### src/rtl/bus_pkg.sv
// Shared types and default address map for the bus_host_arb interconnect.
package bus_pkg;

   typedef enum logic [1:0] {
      StIdle    = 2'd0,
      StWaitDev = 2'd1,
      StWaitErr = 2'd2
   } bus_state_e;

   // Wide enough for any practical device count; the top slices what it needs.
   localparam int unsigned DecIdxW = 8;

   typedef struct packed {
      logic               hit;
      logic [DecIdxW-1:0] idx;
   } dec_res_t;

   localparam int unsigned DefNrDevices = 2;

   // Index 0 is the SRAM window, index 1 the peripheral window.
   localparam logic [DefNrDevices-1:0][31:0] DefDevBase = {32'h1000_0000, 32'h0000_0000};
   localparam logic [DefNrDevices-1:0][31:0] DefDevMask = {32'h0000_0fff, 32'h0000_ffff};

endpackage

### src/rtl/bus_rr_arb.sv
// Host arbiter: round-robin when BUS_HOST_ARB_RR_EN is defined, otherwise fixed
// priority with the lowest host index winning.
module bus_rr_arb #(
   parameter int unsigned NrHosts = 2
) (
   input  logic               clk_i,
   input  logic               rst_i,
   input  logic               en_i,
   input  logic [NrHosts-1:0] req_i,
   output logic [NrHosts-1:0] gnt_o
);

`ifdef BUS_HOST_ARB_RR_EN
   localparam int unsigned IdxW = (NrHosts > 1) ? $clog2(NrHosts) : 1;

   logic [IdxW-1:0] last_q, last_d;
   logic            found;
   int unsigned     cand;

   // Search starts one past the last winner and wraps around.
   always_comb begin
      gnt_o  = '0;
      last_d = last_q;
      found  = 1'b0;
      cand   = 0;
      for (int unsigned off = 1; off <= NrHosts; off++) begin
         cand = (32'(last_q) + off) % NrHosts;
         if (!found && req_i[cand]) begin
            found       = 1'b1;
            gnt_o[cand] = 1'b1;
            last_d      = IdxW'(cand);
         end
      end
   end

   always_ff @(posedge clk_i) begin
      if (rst_i) begin
         last_q <= IdxW'(NrHosts - 1);
      end else if (en_i && found) begin
         last_q <= last_d;
      end
   end
`else
   // Isolate the lowest set request bit.
   assign gnt_o = req_i & (~req_i + NrHosts'(1));

   logic unused_ctrl;
   assign unused_ctrl = ^{clk_i, rst_i, en_i};
`endif

endmodule

### src/rtl/bus_host_arb.sv
// Shared-bus interconnect: NrHosts req/gnt/rvalid hosts to NrDevices base/mask
// decoded devices, one outstanding transaction. Macro: BUS_HOST_ARB_RR_EN.
module bus_host_arb
   import bus_pkg::*;
#(
   parameter int unsigned NrHosts   = 2,
   parameter int unsigned NrDevices = DefNrDevices,
   parameter int unsigned AddrWidth = 32,
   parameter int unsigned DataWidth = 32,
   parameter logic [NrDevices-1:0][AddrWidth-1:0] DevBase = DefDevBase,
   parameter logic [NrDevices-1:0][AddrWidth-1:0] DevMask = DefDevMask
) (
   input  logic                                  clk_i,
   input  logic                                  rst_i,
   input  logic [NrHosts-1:0]                    host_req_i,
   output logic [NrHosts-1:0]                    host_gnt_o,
   input  logic [NrHosts-1:0]                    host_we_i,
   input  logic [NrHosts-1:0][DataWidth/8-1:0]   host_be_i,
   input  logic [NrHosts-1:0][AddrWidth-1:0]     host_addr_i,
   input  logic [NrHosts-1:0][DataWidth-1:0]     host_wdata_i,
   output logic [NrHosts-1:0]                    host_rvalid_o,
   output logic [NrHosts-1:0]                    host_err_o,
   output logic [NrHosts-1:0][DataWidth-1:0]     host_rdata_o,
   output logic [NrDevices-1:0]                  device_req_o,
   output logic                                  device_we_o,
   output logic [DataWidth/8-1:0]                device_be_o,
   output logic [AddrWidth-1:0]                  device_addr_o,
   output logic [DataWidth-1:0]                  device_wdata_o,
   input  logic [NrDevices-1:0]                  device_rvalid_i,
   input  logic [NrDevices-1:0]                  device_err_i,
   input  logic [NrDevices-1:0][DataWidth-1:0]   device_rdata_i
);

   localparam int unsigned HostIdxW = (NrHosts > 1) ? $clog2(NrHosts) : 1;
   localparam int unsigned DevIdxW  = (NrDevices > 1) ? $clog2(NrDevices) : 1;

   bus_state_e           state_q, state_d;
   logic [HostIdxW-1:0]  host_q, host_d;
   logic [DevIdxW-1:0]   dev_q, dev_d;
   logic [NrHosts-1:0]   arb_gnt;
   logic [HostIdxW-1:0]  win;
   logic [AddrWidth-1:0] sel_addr;
   logic                 dev_done;
   logic                 err_done;
   logic                 eligible;
   logic                 grant;
   dec_res_t             dec;

   // Outputs stay quiet while reset is held, even if a stale response shows up.
   assign dev_done = !rst_i && (state_q == StWaitDev) && device_rvalid_i[dev_q];
   assign err_done = !rst_i && (state_q == StWaitErr);
   assign eligible = !rst_i && ((state_q == StIdle) || err_done || dev_done);
   assign grant    = eligible && (|host_req_i);

   bus_rr_arb #(
      .NrHosts (NrHosts)
   ) u_arb (
      .clk_i (clk_i),
      .rst_i (rst_i),
      .en_i  (grant),
      .req_i (host_req_i),
      .gnt_o (arb_gnt)
   );

   always_comb begin
      win = '0;
      for (int h = 0; h < NrHosts; h++) begin
         if (arb_gnt[h]) begin
            win = HostIdxW'(h);
         end
      end
   end

   assign sel_addr = host_addr_i[win];

   // Descending scan so the lowest matching device index wins.
   always_comb begin
      dec = '0;
      for (int d = NrDevices - 1; d >= 0; d--) begin
         if ((sel_addr & ~DevMask[d]) == DevBase[d]) begin
            dec.hit = 1'b1;
            dec.idx = DecIdxW'(d);
         end
      end
   end

   logic unused_dec_idx;
   assign unused_dec_idx = ^dec.idx;

   always_comb begin
      host_gnt_o     = '0;
      device_req_o   = '0;
      device_we_o    = 1'b0;
      device_be_o    = '0;
      device_addr_o  = '0;
      device_wdata_o = '0;
      if (grant) begin
         host_gnt_o     = arb_gnt;
         device_we_o    = host_we_i[win];
         device_be_o    = host_be_i[win];
         device_addr_o  = sel_addr;
         device_wdata_o = host_wdata_i[win];
         if (dec.hit) begin
            device_req_o[dec.idx[DevIdxW-1:0]] = 1'b1;
         end
      end
   end

   always_comb begin
      host_rvalid_o = '0;
      host_err_o    = '0;
      host_rdata_o  = '0;
      if (dev_done) begin
         host_rvalid_o[host_q] = 1'b1;
         host_err_o[host_q]    = device_err_i[dev_q];
         host_rdata_o[host_q]  = device_rdata_i[dev_q];
      end else if (err_done) begin
         host_rvalid_o[host_q] = 1'b1;
         host_err_o[host_q]    = 1'b1;
      end
   end

   always_comb begin
      state_d = state_q;
      host_d  = host_q;
      dev_d   = dev_q;
      if (grant) begin
         host_d  = win;
         dev_d   = dec.idx[DevIdxW-1:0];
         state_d = dec.hit ? StWaitDev : StWaitErr;
      end else if (dev_done || err_done) begin
         state_d = StIdle;
      end
   end

   always_ff @(posedge clk_i) begin
      if (rst_i) begin
         state_q <= StIdle;
         host_q  <= '0;
         dev_q   <= '0;
      end else begin
         state_q <= state_d;
         host_q  <= host_d;
         dev_q   <= dev_d;
      end
   end

endmodule

### config.mk
export PLATFORM = sky130hd
export DESIGN_NAME = bus_host_arb
export DESIGN_NICKNAME = d
export VERILOG_FILES = /design/src/rtl/bus_pkg.sv /design/src/rtl/bus_rr_arb.sv /design/src/rtl/bus_host_arb.sv
export SDC_FILE = /design/constraint.sdc
export NUM_CORES = 1
export LEC_CHECK = 0
export BUFFER_PORTS_ARGS = -buffer_cell sky130_fd_sc_hd__buf_2
export CORE_AREA = 2 2 135 137
export DETAILED_ROUTE_END_ITERATION = 8
export DIE_AREA = 0 0 137 139
export GPL_ROUTABILITY_DRIVEN = 1
export PLACE_DENSITY_LB_ADDON = 0.08
export SYNTH_ARGS = -nofsm -noshare
export SYNTH_HDL_FRONTEND = slang
export SYNTH_SLANG_ARGS = --single-unit
### constraint.sdc
create_clock -name clk_i -period 3.86 [get_ports clk_i]
set_input_delay 0.193 -clock clk_i [delete_from_list [all_inputs] [get_ports clk_i]]
set_output_delay 0.193 -clock clk_i [all_outputs]
set_load 0.1 [all_outputs]
==> metrics.md, run 1 <==
| Metric | Value |
|---|---|
| Fin. max-slew vios | 0 |
| CP cell instances | mux2i_1 -> o21a_1 -> or3_4 -> buf_4 -> a21oi_2 -> buf_2 |
| Die area | roughly 19000 um2 |
| Grt total ovfl | 0 |
| Clock root cell | clkbuf_16 |
| Vias in the first global route | between 3000 and 4000 |
| Fin area | 4268 um2 |
| Synthesized Nets | 600 |
| RSZ-0062 raised after global routing | false |
| Nets | about 930 |
| Tot Pwr | about 0.9 mW |
| IO Pins | 351 |
| First-pass GRT wire length | approximately 18 mm |
| Flop pwr share | 0.051 |
| Initial core utilization | 0.1288 |
| Antenna violations before repair | 1 |
| Synth area leader | a21oi_2 |
| Pre-CTS WS | 0.9891 ns |
| Share of cells above drive strength 1 | 0.6131 |
| Drt via density | 4.057 |
| Setup TNS | 0 ns |
| Post-synthesis sequential area ratio | 0.03522 |
| Post-cts sizing count | 0 |
| GR Util All Layers | 0.1202 |
| Top cells by area, synth | a21oi_2 27%, nand2_1 23%, mux2i_1 15% |
| Post-CTS Repair Setup Buffers | 0 |
| Worst min-delay path class | in -> reg |
| Max_cap viols | 0 |
| First-pass DRT Iterations | 4 |
| TritonCTS clock tree | done |
| WP data required | ~3.7 ns |
| CORE AREA | roughly 18000 um2 |
| Normalized max-slew margin | 0.2674 |
| H-tree depth | 1 |
| VDD IR-drop max | 0.00008987 V |
| #FFs+latches synth | 4 |
| Int Pwr | 0.3365 mW |
| Via count | ~3800 |
| Number of remaining DRC errors | 0 |
| CTS buffer count | 3 |
| Clock latency on the worst-skew pair | approximately 0.23 ns |
| CTS Sinks | 4 |
| Clock slew at reported path FFs | about 0.040 ns |
| DPL Wire Length | approximately 11 mm |
| Wire per inst | between 10 and 15 um |
| # hold bufs at CTS | 0 |
| Area Growth Syn to Fin | 87.73% |
| FILL cells | between 2000 and 2500 |
| Switching Share | 0.6164 |
| Switch Pwr | between 0.5 and 0.6 mW |
| Initial DRC Count | 99 |
| Startpoint Class | flop |
| Syn_area_per_cell | about 5.8 um2 |
| Min Tclk post-route | a little over 3 ns |
| Crit path capture type | output port |
| Mapped Area | between 2000 and 2500 um2 |
| Worst Skew | 0.003762 ns |
| Pwr dens | approximately 210 nW/um2 |
| Hold Vio Cnt, Final | 0 |
| Largest net degree at the start of global routing | 64 |
| Post-DP Area | roughly 4200 um2 |
| Std-Cell Rows | 49 |
| Crit-path max FO | 63 |
| Crit-path max cell delay | about 0.8 ns |
| Status | completed |
| Top-area cell type share of the netlist area | 0.2658 |
| Routed Antenna Nets | 0 |
| Ys Warns | 0 |
| Clock Power Share | 0.191 |
| Setup WS post-layout | approximately 0.84 ns |
| Die width | roughly 140 um |
| Routed Wire Length | 12.77 mm |
| Die height | around 140 um |
| Hold depth | 2 |
| Power share of the combinational group | 0.758 |
| Leak Pwr | about 2.3 nW |
| Cell count after synthesis | between 300 and 400 |
| Gpl congestion | about 0.8 |
| Largest buffer count on any clock path | 2 |
| CP arrival | roughly 2.8 ns |
| Fin crit share | 0.7833 |
| Critical-path top delay cell | or3_4 |
| Critical path class | reg -> out |
| Synth unique cells | 31 |
| I/O Buffers | 350 |
| Fmax | 330.8 MHz |
| # setup viols final | 0 |
| FF-to-FF path depth | 4 |
| Least-Margin Pin Slew | 1.099 ns |
==> area by class of cell <==
cell class | instances | area, um2 | share of cell area
Sequential cell | 4 | 81.33 | 0.01906
Tap cell | 229 | 286.5 | 0.06714
Multi-Input combinational cell | 350 | 2011 | 0.4711
Clock buffer | 3 | 75.07 | 0.01759
Timing Repair Buffer | 357 | 1804 | 0.4228
Inverter | 2 | 7.507 | 0.001759
Antenna cell | 1 | 2.502 | 0.0005863
==> routing by layer <==
| layer | vias to the layer above | part of all wire | track usage |
|---|---|---|---|
| met5 | - | 0.0010 | 0 |
| li1 | 1951 | - | - |
| met1 | 1670 | 0.34 | 0.1140 |
| met2 | 211 | 0.56 | 0.2550 |
| met3 | 4 | 0.097 | 0.02778 |
| met4 | 2 | 0.0046 | 0.01791 |
==> cells by family after synthesis <==
logic type,after synthesis,share of synthesized area
AND/OR/NAND/NOR,235,0.4194
multiplexers,35,0.1552
flip-flops,4,0.03522
buffers and inverters,36,0.08696
AO/OA/AOI/OAI,80,0.3032
==> power by group through the flow <==
stage	sequential (mW)	clock (mW)	combinational (mW)
floorplan	0.0452	0	0.495
global placement	0.0455	0	0.672
detailed placement	0.0456	0	0.671
CTS	0.0449	0.173	0.673
global route	0.0452	0.173	0.703
finish	0.0449	0.167	0.665
==> cells in the mapped netlist (all sizes together) <==
master  count
nand2     141
a21oi      70
nor2       68
mux2i      33
clkbuf     22
buf        12
nor4        7
nor3        5
dfxtp       4
nand3       3
nor2b       3
o21ai       3
inv         2
mux2        2
nand2b      2
nand4       2
o21a        2
a31o        1
nor3b       1
nor4b       1
o211ai      1
o311a       1
o31ai       1
o32ai       1
or3         1
or4         1
==> worst paths after layout <==
| path | start | endpoint | slack [ns] |
|---|---|---|---|
| worst max register to register | dev_q | dev_q | 1.67 |
| worst min register to register | host_q | host_q | 0.60 |
| worst min-delay path | rst_i | state_q[0] | 0.24 |
| worst max-delay path | dev_q | device_wdata_o[19] | 0.84 |
==> placed cells by master, fill, tap and decap left out, drive strengths merged, types with 2 or more instances in the layout <==
cell	netlist	routed
buf	12	357
o21ai	3	3
mux2	2	2
nand4	2	2
clkbuf	22	3
dfxtp	4	4
nor2b	3	3
nand2b	2	2
nor4	7	7
nor2	68	68
o21a	2	2
nor3	5	5
a21oi	70	70
nand2	141	141
nand3	3	3
inv	2	2
mux2i	33	33
==> critical path: cells and delay by family, from the launching register on <==
family	cells	cell delay [ns]
compound gates	2	0.28
simple gates	1	0.82
buf+inv	2	0.68
mux	1	0.39
flops	1	0.32
==> per-stage QoR <==
step,hold slack [ns],util,cells
after floorplan,0.2885,-,390
after global placement,0.4734,0.2373,942
after detailed placement,0.4717,0.2373,942
after CTS,0.2411,0.2416,945
after global routing,0.2513,0.2416,945
final,0.2407,0.2417,946
==> sequential cells by signal (all words and copies together), names as in the netlist <==
| register | flops |
|---|---|
| host_q | 1 |
| state_q | 2 |
| dev_q | 1 |
(Power assumes the default switching activity.)
==> inputs of run 2 (changes only) <==
==> constraint.sdc (replaced) <==
create_clock -name clk_i -period 2.8 [get_ports clk_i]
set_input_delay 0.14 -clock clk_i [delete_from_list [all_inputs] [get_ports clk_i]]
set_output_delay 0.14 -clock clk_i [all_outputs]
set_load 0.1 [all_outputs]
==> run 2 against run 1 <==
Against the previous run:
- total power increased by 59%
- sequential share of layout area fell by 0.58 points
- routed wire length grew 11%
- via count is 1.8% higher
- clock-buffer cell count did not move
- design area is 44% higher
- clock power up 32%
- largest power group unchanged
==> metrics.md, run 2 (synthesis results as in run 1) <==
| Metric | Value |
|---|---|
| I/O Buffers | 350 |
| Post-CTS Repair Setup Buffers | 0 |
| Pre-CTS WS | 0.5263 ns |
| # setup viols final | 0 |
| Worst Skew | approximately 0.0011 ns |
| Clock root cell | clkbuf_16 |
| Fin. max-slew vios | 0 |
| GR Util All Layers | 0.1396 |
| CTS buffer count | 3 |
| Largest net degree at the start of global routing | between 40 and 50 |
| Setup TNS | 0 ns |
| Max_cap viols | 0 |
| Leak Pwr | roughly 2.7 nW |
| Critical path class | reg -> out |
| Clock latency on the worst-skew pair | 0.22 ns |
| WP data required | ~2.7 ns |
| Pwr dens | roughly 230 nW/um2 |
| Routed Wire Length | about 14 mm |
| Share of cells above drive strength 1 | 0.6170 |
| TritonCTS clock tree | done |
| Worst min-delay path class | in -> reg |
| Vias in the first global route | between 4000 and 5000 |
| CTS Sinks | 4 |
| Status | completed |
| Gpl congestion | approximately 0.86 |
| WHS | 0.2116 ns |
| Nets | 930 |
| First-pass DRT Iterations | 6 |
| Antenna violations before repair | 2 |
| Non-Filler Instances | between 900 and 1000 |
| Drt via density | 4.118 |
| Std-Cell Rows | between 40 and 50 |
| Largest regs | state_q: 2 flops, dev_q: 1 flops, host_q: 1 flops |
| Post-placement cell count | ~940 |
| Area Growth Syn to Fin | 170.6% |
| Most frequent cells in the layout | 228 x buf_2, 141 x nand2_1, 124 x buf_12, 69 x a21oi_2, 68 x nor2_1 |
| VDD IR-drop max | between 0.0001 and 0.00015 V |
| Post-cts sizing count | 0 |
| Routed Antenna Nets | 0 |
| # hold bufs at CTS | 0 |
| Clock slew at reported path FFs | 0.03 ns |
| Die height | ~140 um |
| Min Tclk post-route | 2.443 ns |
| Most flop-heavy register | state_q |
| Wire per inst | roughly 15 um |
| Crit path capture type | output port |
| Number of remaining DRC errors | 0 |
| Least-Margin Pin Slew | approximately 0.71 ns |
| Die width | around 140 um |
| RSZ-0062 raised after global routing | false |
| Fmax | about 410 MHz |
| Tot Pwr | 1.393 mW |
| Initial core utilization | 0.1288 |
| Commonest non-fill, non-tap cell in the layout | buf_2 |
| DPL Wire Length | between 10 and 15 mm |
| IO Pins | 351 |
| Grt total ovfl | 0 |
| CP arrival | around 2.3 ns |
| Crit-path max FO | 42 |
| Die area | 19040 um2 |
| Normalized max-slew margin | 0.5243 |
| Via count | 3908 |
| H-tree depth | 1 |
| CORE AREA | approximately 18000 um2 |
| Startpoint Class | flop |
| Fin crit share | 0.8726 |
| Setup WS post-layout | about 0.36 ns |
| Hold Vio Cnt, Final | 0 |
| Initial DRC Count | 70 |
| Max reg flops | 2 |
| First-pass GRT wire length | around 21 mm |
| Largest buffer count on any clock path | 2 |
[run 2: path summary, 6_finish.rpt]
check | from | end | depth (start not counted) | slack (ns)
worst max-delay path | dev_q | device_wdata_o[23] | 6 | 0.36
worst min-delay path | rst_i | state_q[0] | 2 | 0.21
worst max register to register | dev_q | state_q[1] | 4 | 0.90
worst min register to register | state_q[0] | state_q[1] | 3 | 0.64
[run 2: metrics by stage]
step	instance area, um2	utilization
after floorplan	2283	-
after global placement	6072	0.3439
after detailed placement	6072	0.3439
after CTS	6147	0.3481
after global routing	6147	0.3481
final	6152	0.3484
[run 2: power breakdown]
| part | switching [mW] | leakage (nW) | internal, mW |
|---|---|---|---|
| Combinational | 0.733 | 2.63 | 0.376 |
| Sequential | 0.00324 | 0.0333 | 0.0594 |
| Clock | 0.0391 | 0.0370 | 0.182 |
| Total | 0.776 | 2.70 | 0.618 |
[run 2: final cells by class]
type | instances | area, um2
fill | 1834 | 11500
timing repair buffer | 359 | 3676
multi-input combinational | 350 | 2021
tap | 229 | 286.5
sequential | 4 | 81.33
clock buffer | 3 | 75.07
inverter | 2 | 7.507
antenna | 2 | 5.005
[run 2: metal layers]
metal / vias up / global-route usage / wire length (um)
li1: 1951 / - / -
met4: 0 / 0.02876 / 138
met3: 6 / 0.04642 / 1584
met1: 1731 / 0.1308 / 4602
met5: - / 0 / 0
met2: 220 / 0.2841 / 7848
[run 2: worst max-delay path, stage by stage, from the launching register on]
cell and delay (ns):
dfxtp_2 0.33, mux2i_1 0.32, o21a_1 0.23, or3_4 0.61, buf_4 0.33, a21oi_2 0.07
buf_12 0.17
==> inputs of run 3 (changes only) <==
--- a/config.mk
+++ b/config.mk
@@ -10,7 +10,9 @@
 export DETAILED_ROUTE_END_ITERATION = 8
 export DIE_AREA = 0 0 137 139
 export GPL_ROUTABILITY_DRIVEN = 1
+export GPL_TIMING_DRIVEN = 0
 export PLACE_DENSITY_LB_ADDON = 0.08
+export SKIP_LAST_GASP = 1
 export SYNTH_ARGS = -nofsm -noshare
 export SYNTH_HDL_FRONTEND = slang
 export SYNTH_SLANG_ARGS = --single-unit
==> constraint.sdc (replaced) <==
create_clock -name clk_i -period 2.8 [get_ports clk_i]
set_input_delay 0 -clock clk_i [delete_from_list [all_inputs] [get_ports clk_i]]
set_output_delay 0 -clock clk_i [all_outputs]
set_load 0.1 [all_outputs]
==> run 3 against run 2 <==
Against the previous run:
- critical path depth rose by 2
- hold slack worse by 0.15 ns
- sequential power hardly changed
- clock-buffer cell count did not move
- critical path type unchanged
- critical endpoint is now device_addr_o[5]
- largest power group unchanged
==> metrics.md, run 3 (synthesis results as in run 1) <==
| Metric | Value |
|---|---|
| WP data required | about 2.8 ns |
| Largest buffer count on any clock path | 2 |
| Clock latency on the worst-skew pair | approximately 0.22 ns |
| Fin. max-slew vios | 0 |
| Worst Skew | 0.0002230 ns |
| Initial DRC Count | between 60 and 70 |
| H-tree depth | 1 |
| Largest regs | state_q: 2 flops, dev_q: 1 flops, host_q: 1 flops |
| RSZ-0062 raised after global routing | false |
| Die area | 19040 um2 |
| Nets | between 900 and 1000 |
| Most flop-heavy register | state_q |
| CORE AREA | around 18000 um2 |
| Post-placement cell count | slightly below 1000 |
| Gpl congestion | roughly 0.78 |
| Largest net degree at the start of global routing | 11 |
| Std-Cell Rows | 49 |
| # setup viols final | 0 |
| Fmax | just over 400 MHz |
| WHS | roughly 0.059 ns |
| Pwr dens | 276.8 nW/um2 |
| Hold Vio Cnt, Final | 0 |
| Vias in the first global route | approximately 4000 |
| Worst min-delay path class | in -> reg |
| Fin area | between 4000 and 5000 um2 |
| TritonCTS clock tree | done |
| Number of remaining DRC errors | 0 |
| Min Tclk post-route | roughly 2.5 ns |
| Crit-path max FO | 10 |
| Crit path capture type | output port |
| # hold bufs at CTS | 0 |
| First-pass DRT Iterations | 4 |
| Commonest non-fill, non-tap cell in the layout | buf_2 |
| Wire per inst | around 14 um |
| First-pass GRT wire length | just under 20 mm |
| Initial core utilization | 0.1288 |
| Share of cells above drive strength 1 | 0.5935 |
| Routed Wire Length | ~14 mm |
| I/O Buffers | 350 |
| CTS Sinks | 4 |
| Tot Pwr | around 1.2 mW |
| Grt total ovfl | 0 |
| Post-DP Area | ~4300 um2 |
| Via count | around 3900 |
| DPL Wire Length | between 10 and 15 mm |
| Antenna violations before repair | 1 |
| CTS buffer count | 3 |
| Max_cap viols | 0 |
| Non-Filler Instances | 973 |
| Critical path class | reg -> out |
| IO Pins | around 350 |
| FILL cells | between 2000 and 2500 |
| Normalized max-slew margin | 0.4727 |
| Status | completed |
| Most frequent cells in the layout | 350 x buf_2, 141 x nand2_1, 69 x a21oi_2, 68 x nor2_1, 33 x mux2i_1 |
| Die width | roughly 140 um |
| Fin crit share | 0.8836 |
| Routed Antenna Nets | 0 |
| Least-Margin Pin Slew | around 0.79 ns |
| Setup TNS | 0 ns |
| VDD IR-drop max | about 0.00011 V |
| Clock root cell | clkbuf_16 |
| Startpoint Class | flop |
| Area Growth Syn to Fin | 93.73% |
| Clock slew at reported path FFs | 0.03 ns |
| Die height | roughly 140 um |
| Max reg flops | 2 |
| Leak Pwr | between 2 and 2.5 nW |
| Drt via density | between 4 and 5 |
| CP arrival | ~2.5 ns |
| GR Util All Layers | 0.1322 |
run 3: power breakdown:
| part | internal, mW | leakage (nW) | switching [mW] | total, mW |
|---|---|---|---|---|
| clock | 0.182 | 0.0370 | 0.0387 | 0.221 |
| combinational | 0.232 | 2.30 | 0.703 | 0.935 |
| sequential | 0.0595 | 0.0328 | 0.00348 | 0.0629 |
| total | 0.473 | 2.37 | 0.746 | 1.22 |
run 3: per-stage QoR:
step	utilization	setup WS (ns)
final	0.2494	0.3261
after floorplan	-	0.1470
after global placement	0.2448	0.4772
after CTS	0.2490	0.1431
after detailed placement	0.2448	0.3898
after global routing	0.2493	0.01628
run 3: cell type report:
| class | instances | area [um2] | share of cell area |
|---|---|---|---|
| diodes | 1 | 2.502 | 0.0005682 |
| flip-flops and latches | 4 | 80.08 | 0.01818 |
| clock buffers | 3 | 75.07 | 0.01705 |
| repair buffers | 350 | 1757 | 0.3989 |
| plain buffers | 34 | 190.2 | 0.04318 |
| inverters | 2 | 7.507 | 0.001705 |
| well taps | 229 | 286.5 | 0.06506 |
| multi-input cells | 350 | 2006 | 0.4554 |
run 3: worst max-delay path: stages (launching register included):
cell and delay (ns):
dfxtp_1 0.29, buf_4 0.17, mux2i_1 0.19, o21a_1 0.24, or3_1 0.38, buf_4 0.22, buf_6 0.18, a21oi_2 0.13
buf_2 0.44
run 3: layer usage:
metal / track usage / wire length (um) / vias to the layer above
met1: 0.1229 / 4486 / 1699
met5: 0 / 0 / -
met4: 0.02659 / 143 / 0
met2: 0.2802 / 7599 / 218
met3: 0.03034 / 1349 / 10
li1: - / - / 2002
run 3: worst paths after layout:
kind,start,endpoint,slack [ns],cells past startpoint
worst max-delay path,dev_q,device_addr_o[5],0.33,8
worst min-delay path,rst_i,state_q[0],0.06,2
worst max register to register,dev_q,dev_q,0.96,6
worst min register to register,state_q[0],state_q[1],0.63,3
run 3: what timing repair did:
action / in CTS / in global routing
buffers inserted: 0 / 0
setup endpoints to repair: 0 / 2
resized for setup: 0 / 2
